`src/rtl/instr_stream_gen_pkg.sv`:
```
// Shared types, opcode constants and instruction encoders for the instruction stream generator.
// Holds the fixed Fibonacci program and the Galois LFSR feedback mask.
package instr_stream_pkg;

  localparam logic [6:0] OPC_ADDI = 7'b0010011;
  localparam logic [6:0] OPC_ADD  = 7'b0110011;
  localparam logic [6:0] OPC_BEQ  = 7'b1100011;
  localparam logic [6:0] OPC_JAL  = 7'b1101111;

  localparam logic [31:0] LFSR_MASK = 32'h8020_0003;

  typedef enum logic [1:0] {OP_ADDI = 2'd0, OP_ADD = 2'd1, OP_BEQ = 2'd2, OP_JAL = 2'd3} instr_op_e;
  typedef enum logic [1:0] {S_IDLE, S_LOAD, S_RUN, S_FIN} state_e;

  function automatic logic [31:0] enc_i(input logic [11:0] imm, input logic [4:0] rs1,
                                        input logic [4:0] rd);
    return {imm, rs1, 3'b000, rd, OPC_ADDI};
  endfunction

  function automatic logic [31:0] enc_r(input logic [4:0] rs2, input logic [4:0] rs1,
                                        input logic [4:0] rd);
    return {7'b0000000, rs2, rs1, 3'b000, rd, OPC_ADD};
  endfunction

  function automatic logic [31:0] enc_b(input logic [12:0] imm, input logic [4:0] rs2,
                                        input logic [4:0] rs1);
    return {imm[12], imm[10:5], rs2, rs1, 3'b000, imm[4:1], imm[11], OPC_BEQ};
  endfunction

  function automatic logic [31:0] enc_j(input logic [20:0] imm, input logic [4:0] rd);
    return {imm[20], imm[10:1], imm[11], imm[19:12], rd, OPC_JAL};
  endfunction

  function automatic logic [31:0] lfsr_step(input logic [31:0] q);
    return {1'b0, q[31:1]} ^ (q[0] ? LFSR_MASK : 32'h0);
  endfunction

  // x1/x2 hold the running pair; entries 2..5 form the loop body, 5 jumps back to 2
  localparam logic [31:0] FIB_ROM [0:5] = '{
    enc_i(12'd0, 5'd0, 5'd1),
    enc_i(12'd1, 5'd0, 5'd2),
    enc_r(5'd2, 5'd1, 5'd3),
    enc_i(12'd0, 5'd2, 5'd1),
    enc_i(12'd0, 5'd3, 5'd2),
    enc_j(21'h1FFFF4, 5'd0)
  };
  localparam instr_op_e FIB_OP [0:5] = '{OP_ADDI, OP_ADDI, OP_ADD, OP_ADDI, OP_ADDI, OP_JAL};

endpackage

```
`src/rtl/instr_stream_gen_if.sv`:
```
// Valid/ready instruction channel between the generator and the consumer core.
interface instr_stream_gen_if
  import instr_stream_pkg::*;
#(
  parameter int DATA_WIDTH = 32
);
  logic                  instr_valid;
  logic                  instr_ready;
  logic [DATA_WIDTH-1:0] instruction;
  instr_op_e             instr_op;

  modport master (output instr_valid, instruction, instr_op, input instr_ready);
  modport slave  (input instr_valid, instruction, instr_op, output instr_ready);
endinterface

```
`src/rtl/instr_stream_gen_lfsr.sv`:
```
// Right-shifting Galois LFSR; advances one step per cycle while en is high.
module lfsr_galois #(
  parameter int               WIDTH = 32,
  parameter logic [WIDTH-1:0] MASK  = '1,
  parameter logic [WIDTH-1:0] SEED  = '1
) (
  input  logic             clk,
  input  logic             arst,
  input  logic             en,
  output logic [WIDTH-1:0] q
);
  // the all-zero state is a lock-up point, so a zero seed becomes 1
  localparam logic [WIDTH-1:0] SEED_NZ = (SEED == '0) ? WIDTH'(1) : SEED;

  logic [WIDTH-1:0] q_q, q_d;

  always_comb begin
    q_d = q_q;
    if (en) q_d = {1'b0, q_q[WIDTH-1:1]} ^ (q_q[0] ? MASK : '0);
  end

  always_ff @(posedge clk or posedge arst) begin
    if (arst) q_q <= SEED_NZ;
    else      q_q <= q_d;
  end

  assign q = q_q;
endmodule

```
`src/rtl/instr_stream_gen.sv`:
```
// On-chip RISC-V instruction source: weighted random ADDI/ADD/BEQ/JAL or a fixed Fibonacci
// program, emitted over a valid/ready channel with a programmable instruction count.
module instr_stream_gen
  import instr_stream_pkg::*;
#(
  parameter int          DATA_WIDTH = 32,
  parameter int          DIR_WIDTH  = 5,
  parameter int          CNT_WIDTH  = 16,
  parameter logic [31:0] SEED       = 32'hACE1_0001,
  parameter int          W_ADDI     = 4,
  parameter int          W_ADD      = 4,
  parameter int          W_BEQ      = 1,
  parameter int          W_JAL      = 1
) (
  input  logic                 clk,
  input  logic                 arst,
  input  logic                 start,
  input  logic                 mode,
  input  logic [CNT_WIDTH-1:0] num_instr,
  input  logic                 abort,
  instr_stream_gen_if.master   ifc,
  output logic [CNT_WIDTH-1:0] instr_count,
  output logic                 busy,
  output logic                 done
);
  localparam int WSUM   = W_ADDI + W_ADD + W_BEQ + W_JAL;
  localparam int WSUM_D = (WSUM > 0) ? WSUM : 1;

  if (DATA_WIDTH != 32) begin : g_bad_dw
    $error("instr_stream_gen: DATA_WIDTH must be 32");
  end
  if (DIR_WIDTH != 5) begin : g_bad_rw
    $error("instr_stream_gen: DIR_WIDTH must be 5");
  end
  if (WSUM <= 0) begin : g_bad_w
    $error("instr_stream_gen: instruction weights sum to zero");
  end

  state_e                state_q, state_d;
  logic                  mode_q, mode_d;
  logic [CNT_WIDTH-1:0]  num_q, num_d;
  logic [CNT_WIDTH-1:0]  count_q, count_d, cnt_inc;
  logic [2:0]            fib_ptr_q, fib_ptr_d;
  logic [DATA_WIDTH-1:0] instr_q, instr_d;
  instr_op_e             op_q, op_d;
  logic                  valid_q, valid_d;
  logic                  load, hs;

  logic [31:0]           lfsr_q, lfsr_l;
  int                    r;
  logic [DIR_WIDTH-1:0]  rd, rs1, rs2;
  logic [31:0]           rnd_instr, nxt_instr;
  instr_op_e             rnd_op, nxt_op;

  lfsr_galois #(.WIDTH(32), .MASK(LFSR_MASK), .SEED(SEED)) u_lfsr (
    .clk (clk),
    .arst(arst),
    .en  (load & ~mode_q),
    .q   (lfsr_q)
  );

  // the draw uses the value the LFSR takes on this same load edge
  always_comb begin
    lfsr_l = lfsr_step(lfsr_q);
    r      = int'(lfsr_l[7:0]) % WSUM_D;
    rd     = lfsr_l[12:8];
    rs1    = lfsr_l[17:13];
    rs2    = lfsr_l[22:18];
    rnd_op = OP_JAL;
    if (r < W_ADDI)                      rnd_op = OP_ADDI;
    else if (r < W_ADDI + W_ADD)         rnd_op = OP_ADD;
    else if (r < W_ADDI + W_ADD + W_BEQ) rnd_op = OP_BEQ;
    unique case (rnd_op)
      OP_ADDI: rnd_instr = enc_i(lfsr_l[31:20], rs1, rd);
      OP_ADD:  rnd_instr = enc_r(rs2, rs1, rd);
      OP_BEQ:  rnd_instr = enc_b({lfsr_l[31:20], 1'b0}, rs2, rs1);
      default: rnd_instr = enc_j({lfsr_l[31:12], 1'b0}, rd);
    endcase
    nxt_instr = mode_q ? FIB_ROM[fib_ptr_q] : rnd_instr;
    nxt_op    = mode_q ? FIB_OP[fib_ptr_q]  : rnd_op;
  end

  assign hs      = valid_q & ifc.instr_ready;
  assign cnt_inc = count_q + CNT_WIDTH'(1);

  always_comb begin
    state_d   = state_q;
    mode_d    = mode_q;
    num_d     = num_q;
    count_d   = count_q;
    fib_ptr_d = fib_ptr_q;
    instr_d   = instr_q;
    op_d      = op_q;
    valid_d   = valid_q;
    load      = 1'b0;
    unique case (state_q)
      S_IDLE: if (start) begin
        mode_d    = mode;
        num_d     = num_instr;
        count_d   = '0;
        fib_ptr_d = '0;
        state_d   = (num_instr == '0) ? S_FIN : S_LOAD;
      end
      S_LOAD: if (abort) begin
        state_d = S_FIN;
      end else begin
        load    = 1'b1;
        valid_d = 1'b1;
        state_d = S_RUN;
      end
      S_RUN: begin
        if (hs) count_d = cnt_inc;
        // a handshake on the abort edge still counts, but nothing new is loaded
        if (abort || (hs && cnt_inc == num_q)) begin
          valid_d = 1'b0;
          state_d = S_FIN;
        end else if (hs) begin
          load = 1'b1;
        end
      end
      S_FIN:   state_d = S_IDLE;
      default: state_d = S_IDLE;
    endcase
    if (load) begin
      instr_d   = nxt_instr;
      op_d      = nxt_op;
      fib_ptr_d = (fib_ptr_q == 3'd5) ? 3'd2 : fib_ptr_q + 3'd1;
    end
  end

  always_ff @(posedge clk or posedge arst) begin
    if (arst) state_q <= S_IDLE;
    else      state_q <= state_d;
  end

  always_ff @(posedge clk or posedge arst) begin
    if (arst) begin
      mode_q    <= 1'b0;
      num_q     <= '0;
      count_q   <= '0;
      fib_ptr_q <= '0;
      instr_q   <= '0;
      op_q      <= OP_ADDI;
      valid_q   <= 1'b0;
    end else begin
      mode_q    <= mode_d;
      num_q     <= num_d;
      count_q   <= count_d;
      fib_ptr_q <= fib_ptr_d;
      instr_q   <= instr_d;
      op_q      <= op_d;
      valid_q   <= valid_d;
    end
  end

  assign ifc.instr_valid = valid_q;
  assign ifc.instruction = instr_q;
  assign ifc.instr_op    = op_q;
  assign instr_count     = count_q;
  assign busy            = (state_q == S_RUN);
  assign done            = (state_q == S_FIN);
endmodule

```
`src/flat_wrapper.sv`:
```
// flat-port wrapper written by rule: the top's interface ports become plain ports
module instr_stream_gen_flat import instr_stream_pkg::*;
#(
  parameter int          DATA_WIDTH = 32,
  parameter int          DIR_WIDTH  = 5,
  parameter int          CNT_WIDTH  = 16,
  parameter logic [31:0] SEED       = 32'hACE1_0001,
  parameter int          W_ADDI     = 4,
  parameter int          W_ADD      = 4,
  parameter int          W_BEQ      = 1,
  parameter int          W_JAL      = 1
)
  (clk, arst, start, mode, num_instr, abort, instr_count, busy, done, ifc_instr_valid, ifc_instruction, ifc_instr_op, ifc_instr_ready);
  instr_stream_gen_if #(.DATA_WIDTH(DATA_WIDTH)) ifc_i ();
  input  logic clk;
  input  logic arst;
  input  logic start;
  input  logic mode;
  input  logic [CNT_WIDTH-1:0] num_instr;
  input  logic abort;
  output logic [CNT_WIDTH-1:0] instr_count;
  output logic busy;
  output logic done;
  output wire logic [$bits(ifc_i.instr_valid)-1:0] ifc_instr_valid;
  output wire logic [$bits(ifc_i.instruction)-1:0] ifc_instruction;
  output wire logic [$bits(ifc_i.instr_op)-1:0] ifc_instr_op;
  input wire logic [$bits(ifc_i.instr_ready)-1:0] ifc_instr_ready;
  assign ifc_instr_valid = ifc_i.instr_valid;
  assign ifc_instruction = ifc_i.instruction;
  assign ifc_instr_op = ifc_i.instr_op;
  assign ifc_i.instr_ready = ifc_instr_ready;
  instr_stream_gen #(.DATA_WIDTH(DATA_WIDTH), .DIR_WIDTH(DIR_WIDTH), .CNT_WIDTH(CNT_WIDTH), .SEED(SEED), .W_ADDI(W_ADDI), .W_ADD(W_ADD), .W_BEQ(W_BEQ), .W_JAL(W_JAL)) u_core (.clk(clk), .arst(arst), .start(start), .mode(mode), .num_instr(num_instr), .abort(abort), .ifc(ifc_i), .instr_count(instr_count), .busy(busy), .done(done));
endmodule
```
`config.mk`:
```
export PLATFORM = sky130hd
export DESIGN_NAME = instr_stream_gen_flat
export DESIGN_NICKNAME = d
export VERILOG_FILES = /design/src/rtl/instr_stream_gen_pkg.sv /design/src/rtl/instr_stream_gen_if.sv /design/src/rtl/instr_stream_gen_lfsr.sv /design/src/rtl/instr_stream_gen.sv /design/src/flat_wrapper.sv
export SDC_FILE = /design/constraint.sdc
export NUM_CORES = 1
export LEC_CHECK = 0
export ABC_AREA = 1
export CAP_MARGIN = 10
export CORE_MARGIN = 3
export CORE_UTILIZATION = 60
export DETAILED_ROUTE_END_ITERATION = 16
export PLACE_DENSITY = 0.89
export SETUP_SLACK_MARGIN = 0.15
export SLEW_MARGIN = 20
export SYNTH_ARGS = -nofsm -noshare
export SYNTH_HDL_FRONTEND = slang
export SYNTH_SLANG_ARGS = --single-unit
```
`constraint.sdc`:
```
create_clock -name clk -period 8.7 [get_ports clk]
set_clock_uncertainty 0.1 [all_clocks]
set_input_delay 1.74 -clock clk [delete_from_list [all_inputs] [get_ports clk]]
set_output_delay 1.74 -clock clk [all_outputs]
set_load 0.005 [all_outputs]
```
==> results.txt, run 1 <==
EDFF count, synth - 0
first-pass GRT wire length - 25.2 mm
Worst-Skew Late Latency - 0.38 ns
r2r endpoint - u_core.ifc.instruction[20]$_DFFE_PP0P_
TritonCTS clock tree - built
CP dominant cell by count - nand2_2
DRT iter0 DRCs - 432
Avg Inst Size Synth - 7.69 sq um
crit-path max FO - 20
# IOs - 75
Reg clk slew, reported paths - 0.10 ns
WP data required - 8.91 ns
Final GP Congestion - 0.873
WHS Path Cells - 2
setup repair bufs after CTS - 0
largest net degree at the start of global routing - 62
Max-Cap Viols - 0
design area - 0.00695 sq mm
minimum clock period - 4.96 ns
R2R depth - 29
vias per cell - 5.66
Netlist cell types - 44
antenna-violating nets left - 0
hold path endpoint - u_core.u_lfsr.q[22]$_DFFE_PP1P_
crit path max-delay cell type - nand3b_1
Reg area - 0.00256 sq mm
Final WS setup - 3.74 ns
number of gates resized after cts - 0
Max Fclk - 202 MHz
Filler Cells Inserted - 675
TritonCTS Buffers - 9
final layout net count - 863
Critical path origin - u_core.u_lfsr.q[7]$_DFFE_PP0P_
die area - 0.0111 sq mm
r2r startpoint - u_core.u_lfsr.q[7]$_DFFE_PP0P_
Core ar. - 0.00942 sq mm
CP Class - flop to flop
detailed-route via count - 5,466
final setup TNS - 0 ns
CP endpoint kind - flop
Cell Area, Placed - 0.00670 sq mm
setup violators final - 0
sequential share of the synthesized area - 0.433
Die X - 105 microns
cts hold-fix bufs - 0
Initial Util - 0.630
ratio of cells with drive above 1 in the final layout - 0.106
footprint of the multi-input gates - 0.00285 sq mm
Seq cells post-synth - 102
RSZ-0062 raised after global routing - false
synthesized area - 0.00593 sq mm
GR Overflow Total - 0
hold_sp - u_core.u_lfsr.q[22]$_DFFE_PP1P_
CTS root buf - clkbuf_8
diode count - 0
CP Launch Type - flop
pre-CTS setup slack - 3.80 ns
CP max stage delay - 0.80 ns
H-Tree Depth - 3
Syn Inst Count - 771
Ys Warns - 0
worst min-delay path category - flop to flop
critical path arrival - 5.18 ns
DRT Pass-1 Iters - 6
clock sinks - 102
WL/cell - 15.1 microns
num rows - 35
ys flop type - dfrtp_1
fin. max-slew vios - 0
crit share post-route - 0.570
synthesis-to-finish area growth - 17.2%
relative slew slack - 0.284
ys async rst share - 1.00
gr usage total - 0.273
die height - 105 microns
# DRC - 0
vias in the first global route - 5,378
initial antenna violation count - 0
final WL - 14.6 mm
IO Port Bufs - 74
Post-Synthesis Net Count - 803
Final Hold Fails - 0
R2R setup slack - 3.74 ns
worst slew pin tran - 1.07 ns
CTS max path bufs - 2
outcome - complete, no violations
hpwl dp - 10.7 mm
[worst max-delay path: cells and delay by family (launching register included)]
| family | cells | cell delay [ns] |
|---|---|---|
| and+or+nand+nor | 25 | 3.92 |
| DFF | 1 | 0.43 |
| buffers and inverters | 3 | 0.25 |
| adders and majority gates | 1 | 0.19 |
[cell type report]
class,count,area share
Sequential cell,102,0.369
Tap cell,129,0.0232
Inverter,101,0.0549
Timing Repair Buffer,76,0.111
Multi-Input combinational cell,541,0.410
Clock buffer,10,0.0184
Clock inverter,6,0.0133
[layer usage]
metal  routed length (microns)  vias up  track usage
li1                          -     2607            -
met1                      6180     2577        0.369
met2                      7010      241        0.444
met3                       968       41       0.0386
met4                       420        0        0.113
met5                         0        -            0
[cells in the final DEF (no fill, tap or decap), drive strengths merged, types with 2 or more instances in the layout]
cell / Yosys / final
xnor2: 10 / 10
dfrtp: 93 / 93
bufinv: 0 / 2
o21ai: 81 / 81
nor2: 45 / 45
or2: 5 / 5
nand2: 234 / 234
ha: 10 / 10
dfstp: 9 / 9
nor3: 6 / 6
o31ai: 2 / 2
o22ai: 15 / 15
o21bai: 4 / 4
xor2: 17 / 17
nand3: 61 / 61
clkdlybuf4s50: 0 / 74
mux2: 4 / 4
clkbuf: 13 / 10
buf: 14 / 2
inv: 101 / 103
a21oi: 18 / 18
nand4: 14 / 14
nor4: 4 / 4
o211ai: 6 / 6
clkinvlp: 0 / 2
[flip-flops by register name (all words and copies together) (netlist names)]
register,flops
u_core.u_lfsr.q,32
u_core.ifc.instruction,30
u_core.ifc.instr_valid,1
u_core.num_q,16
u_core.state_q,2
u_core.instr_count,16
u_core.fib_ptr_q,3
u_core.mode_q,1
u_core.ifc.instr_op,1
[kinds of logic (layout without fill, tap and decap cells)]
family	after synthesis	after routing	share of synthesized area
AND/OR/NAND/NOR	371	371	0.288
AO/OA/AOI/OAI	129	129	0.122
buffers and inverters	128	193	0.0885
flip-flops	102	102	0.433
XOR/XNOR	27	27	0.0399
adder cells (fa/ha/maj)	10	10	0.0211
multiplexers	4	4	0.00760
[through the flow]
stage,utilization,hold slack (ns),cells
finish,0.738,0.381,965
detailed placement,0.712,0.365,948
CTS,0.735,0.379,964
floorplan,-,0.349,771
global route,0.738,0.408,965
global placement,0.712,0.356,948
[cells in the mapped netlist (5+ instances only)]
library cell | n | area [sq um]
nand3_2 | 5 | 50.1
ha_1 | 10 | 125
nand2_4 | 5 | 56.3
nand2_2 | 14 | 87.6
o211ai_1 | 6 | 45.0
nand2_1 | 215 | 807
buf_2 | 5 | 25.0
nor2_1 | 41 | 154
o21ai_1 | 15 | 75.1
clkbuf_1 | 13 | 48.8
a21oi_1 | 18 | 90.1
nand4_1 | 13 | 81.3
o22ai_1 | 15 | 93.8
buf_4 | 6 | 45.0
inv_2 | 16 | 60.1
xor2_1 | 17 | 149
o21ai_0 | 63 | 315
xnor2_1 | 10 | 87.6
nand3_1 | 55 | 275
dfstp_2 | 9 | 236
inv_1 | 85 | 319
dfrtp_1 | 93 | 2330
[worst max path at each step]
stage                                             end  slack [ns]  depth (start not counted)
2_1_floorplan         u_core.fib_ptr_q[0]$_DFFE_PP0P_        4.20                          1
3_3_place_gp       u_core.ifc.instr_op[0]$_DFFE_PP0P_        3.88                         13
3_5_place_dp       u_core.ifc.instr_op[0]$_DFFE_PP0P_        3.80                         13
4_1_cts        u_core.ifc.instruction[20]$_DFFE_PP0P_        3.80                         29
5_1_grt        u_core.ifc.instruction[20]$_DFFE_PP0P_        3.23                         29
6_report       u_core.ifc.instruction[20]$_DFFE_PP0P_        3.74                         29
Power of run 1 is not shown: default switching activity piles up to over one toggle a cycle in this logic, so the estimate is an artifact.
==> run 2, diff against run 1 <==
CORE_UTILIZATION = 51   (was 60)
PLACE_DENSITY = 0.81   (was 0.89)
clock period = 4.1 ns   (was 8.7 ns; I/O delays follow)
==> run 2 against run 1 <==
  * Worst setup slack worse by 3.5 ns
  * Maximum frequency rose by 30%
  * Utilization down 6.3 points
  * Sequential cell count did not move
  * Highest routed layer unchanged
==> results.txt, run 2 (synthesis gave the netlist of run 1 again) <==
outcome - complete, no violations
crit share post-route - 0.935
commonest non-fill, non-tap cell in the layout - nand2_1
max reg flops - 32
Max-Cap Viols - 0
WHS Path Cells - 2
setup violators final - 0
minimum clock period - 3.83 ns
# DRC - 0
Max Fclk - 261 MHz
CP Launch Type - flop
pre-CTS setup slack - 0.185 ns
vias per cell - 5.42
IO Port Bufs - 74
die area - 0.0130 sq mm
most frequent cells in the layout - 201 x nand2_1, 93 x dfrtp_1, 84 x inv_1, 74 x clkdlybuf4s50_1, 61 x o21ai_0
WP data required - 4.24 ns
first-pass GRT wire length - 23.4 mm
clock sinks - 102
critical path arrival - 3.97 ns
CP Class - flop to flop
ratio of cells with drive above 1 in the final layout - 0.174
crit path max-delay cell type - dfrtp_1
Initial Util - 0.535
placed insts - 966
Final Hold Fails - 0
Reg clk slew, reported paths - 0.08 ns
detailed-route via count - 5,425
largest net degree at the start of global routing - 103
Buf+Inv Stages, Crit Path - 5
H-Tree Depth - 3
CTS max path bufs - 2
vias in the first global route - 4,905
synthesis-to-finish area growth - 26.1%
worst slew pin tran - 0.688 ns
CTS root buf - clkbuf_16
worst min-delay path category - flop to flop
final layout net count - 888
RSZ-0062 raised after global routing - true
Final GP Congestion - 0.913
Die X - 114 microns
CP endpoint kind - flop
CP max stage delay - 0.40 ns
Worst-Skew Late Latency - 0.34 ns
# IOs - 75
Core ar. - 0.0111 sq mm
cts hold-fix bufs - 0
CP Depth - 29
gr usage total - 0.221
die height - 114 microns
relative slew slack - 0.542
hpwl dp - 10.0 mm
diode count - 0
fin cells - 1,001
crit-path max FO - 11
initial antenna violation count - 0
num rows - 38
CP top delay family - simple AND/OR/NAND/NOR gates
TritonCTS Buffers - 9
fin. max-slew vios - 0
DRT Pass-1 Iters - 4
TritonCTS clock tree - built
GR Overflow Total - 0
final WL - 14.9 mm
Final WS setup - 0.268 ns
antenna-violating nets left - 0
CP dominant cell by count - nand2_2
R2R depth - 29
WL/cell - 14.9 microns
DRT iter0 DRCs - 477
[run 2: stage by stage]
stage                     cell area, sq um  utilization  setup TNS (ns)  hold slack, ns
after detailed placement              6780        0.612               0           0.365
after floorplan                       5930            -               0           0.349
final                                 7470        0.674               0           0.381
after CTS                             7070        0.638               0           0.381
after global routing                  7470        0.674         -0.0731           0.401
after global placement                6780        0.612               0           0.359
[run 2: final cells by class]
| cell class | count | area, sq um |
|---|---|---|
| fillers | 885 | 3610 |
| multi-input cells | 545 | 3130 |
| flip-flops and latches | 102 | 2560 |
| repair buffers | 97 | 933 |
| inverters | 101 | 387 |
| clock buffers | 11 | 243 |
| well taps | 140 | 175 |
| clock inverters | 5 | 42.5 |
[run 2: per-layer routing]
metal,GRT usage,vias up,wire length [microns]
li1,-,2671,-
met5,0,-,0
met1,0.325,2571,6650
met4,0.0435,0,197
met2,0.352,165,7260
met3,0.0318,18,792
[run 2: worst paths after layout]
check | endpoint | from | slack, ns
worst max-delay path | u_core.ifc.instruction[22]$_DFFE_PP0P_ | u_core.u_lfsr.q[7]$_DFFE_PP0P_ | 0.27
worst min-delay path | u_core.ifc.instruction[9]$_DFFE_PP0P_ | u_core.ifc.instruction[9]$_DFFE_PP0P_ | 0.38
worst max register to register | u_core.ifc.instruction[22]$_DFFE_PP0P_ | u_core.u_lfsr.q[7]$_DFFE_PP0P_ | 0.27
worst min register to register | u_core.ifc.instruction[9]$_DFFE_PP0P_ | u_core.ifc.instruction[9]$_DFFE_PP0P_ | 0.38
max in group asynchronous | u_core.u_lfsr.q[31]$_DFFE_PP1P_ | arst | 2.63
min in group asynchronous | u_core.fib_ptr_q[0]$_DFFE_PP0P_ | arst | 0.85
[run 2: worst min-delay path: stages, from the launching register on]
cell,delay (ns)
dfrtp_1,0.35
nand2_1,0.05
nand2_1,0.05
[run 2: repair_timing]
| action | in CTS | in global routing |
|---|---|---|
| setup buffers | 0 | 15 |
| resized for setup | 0 | 59 |
| setup endpoints to repair | 0 | 31 |
Power of run 2 is left out for the same reason.
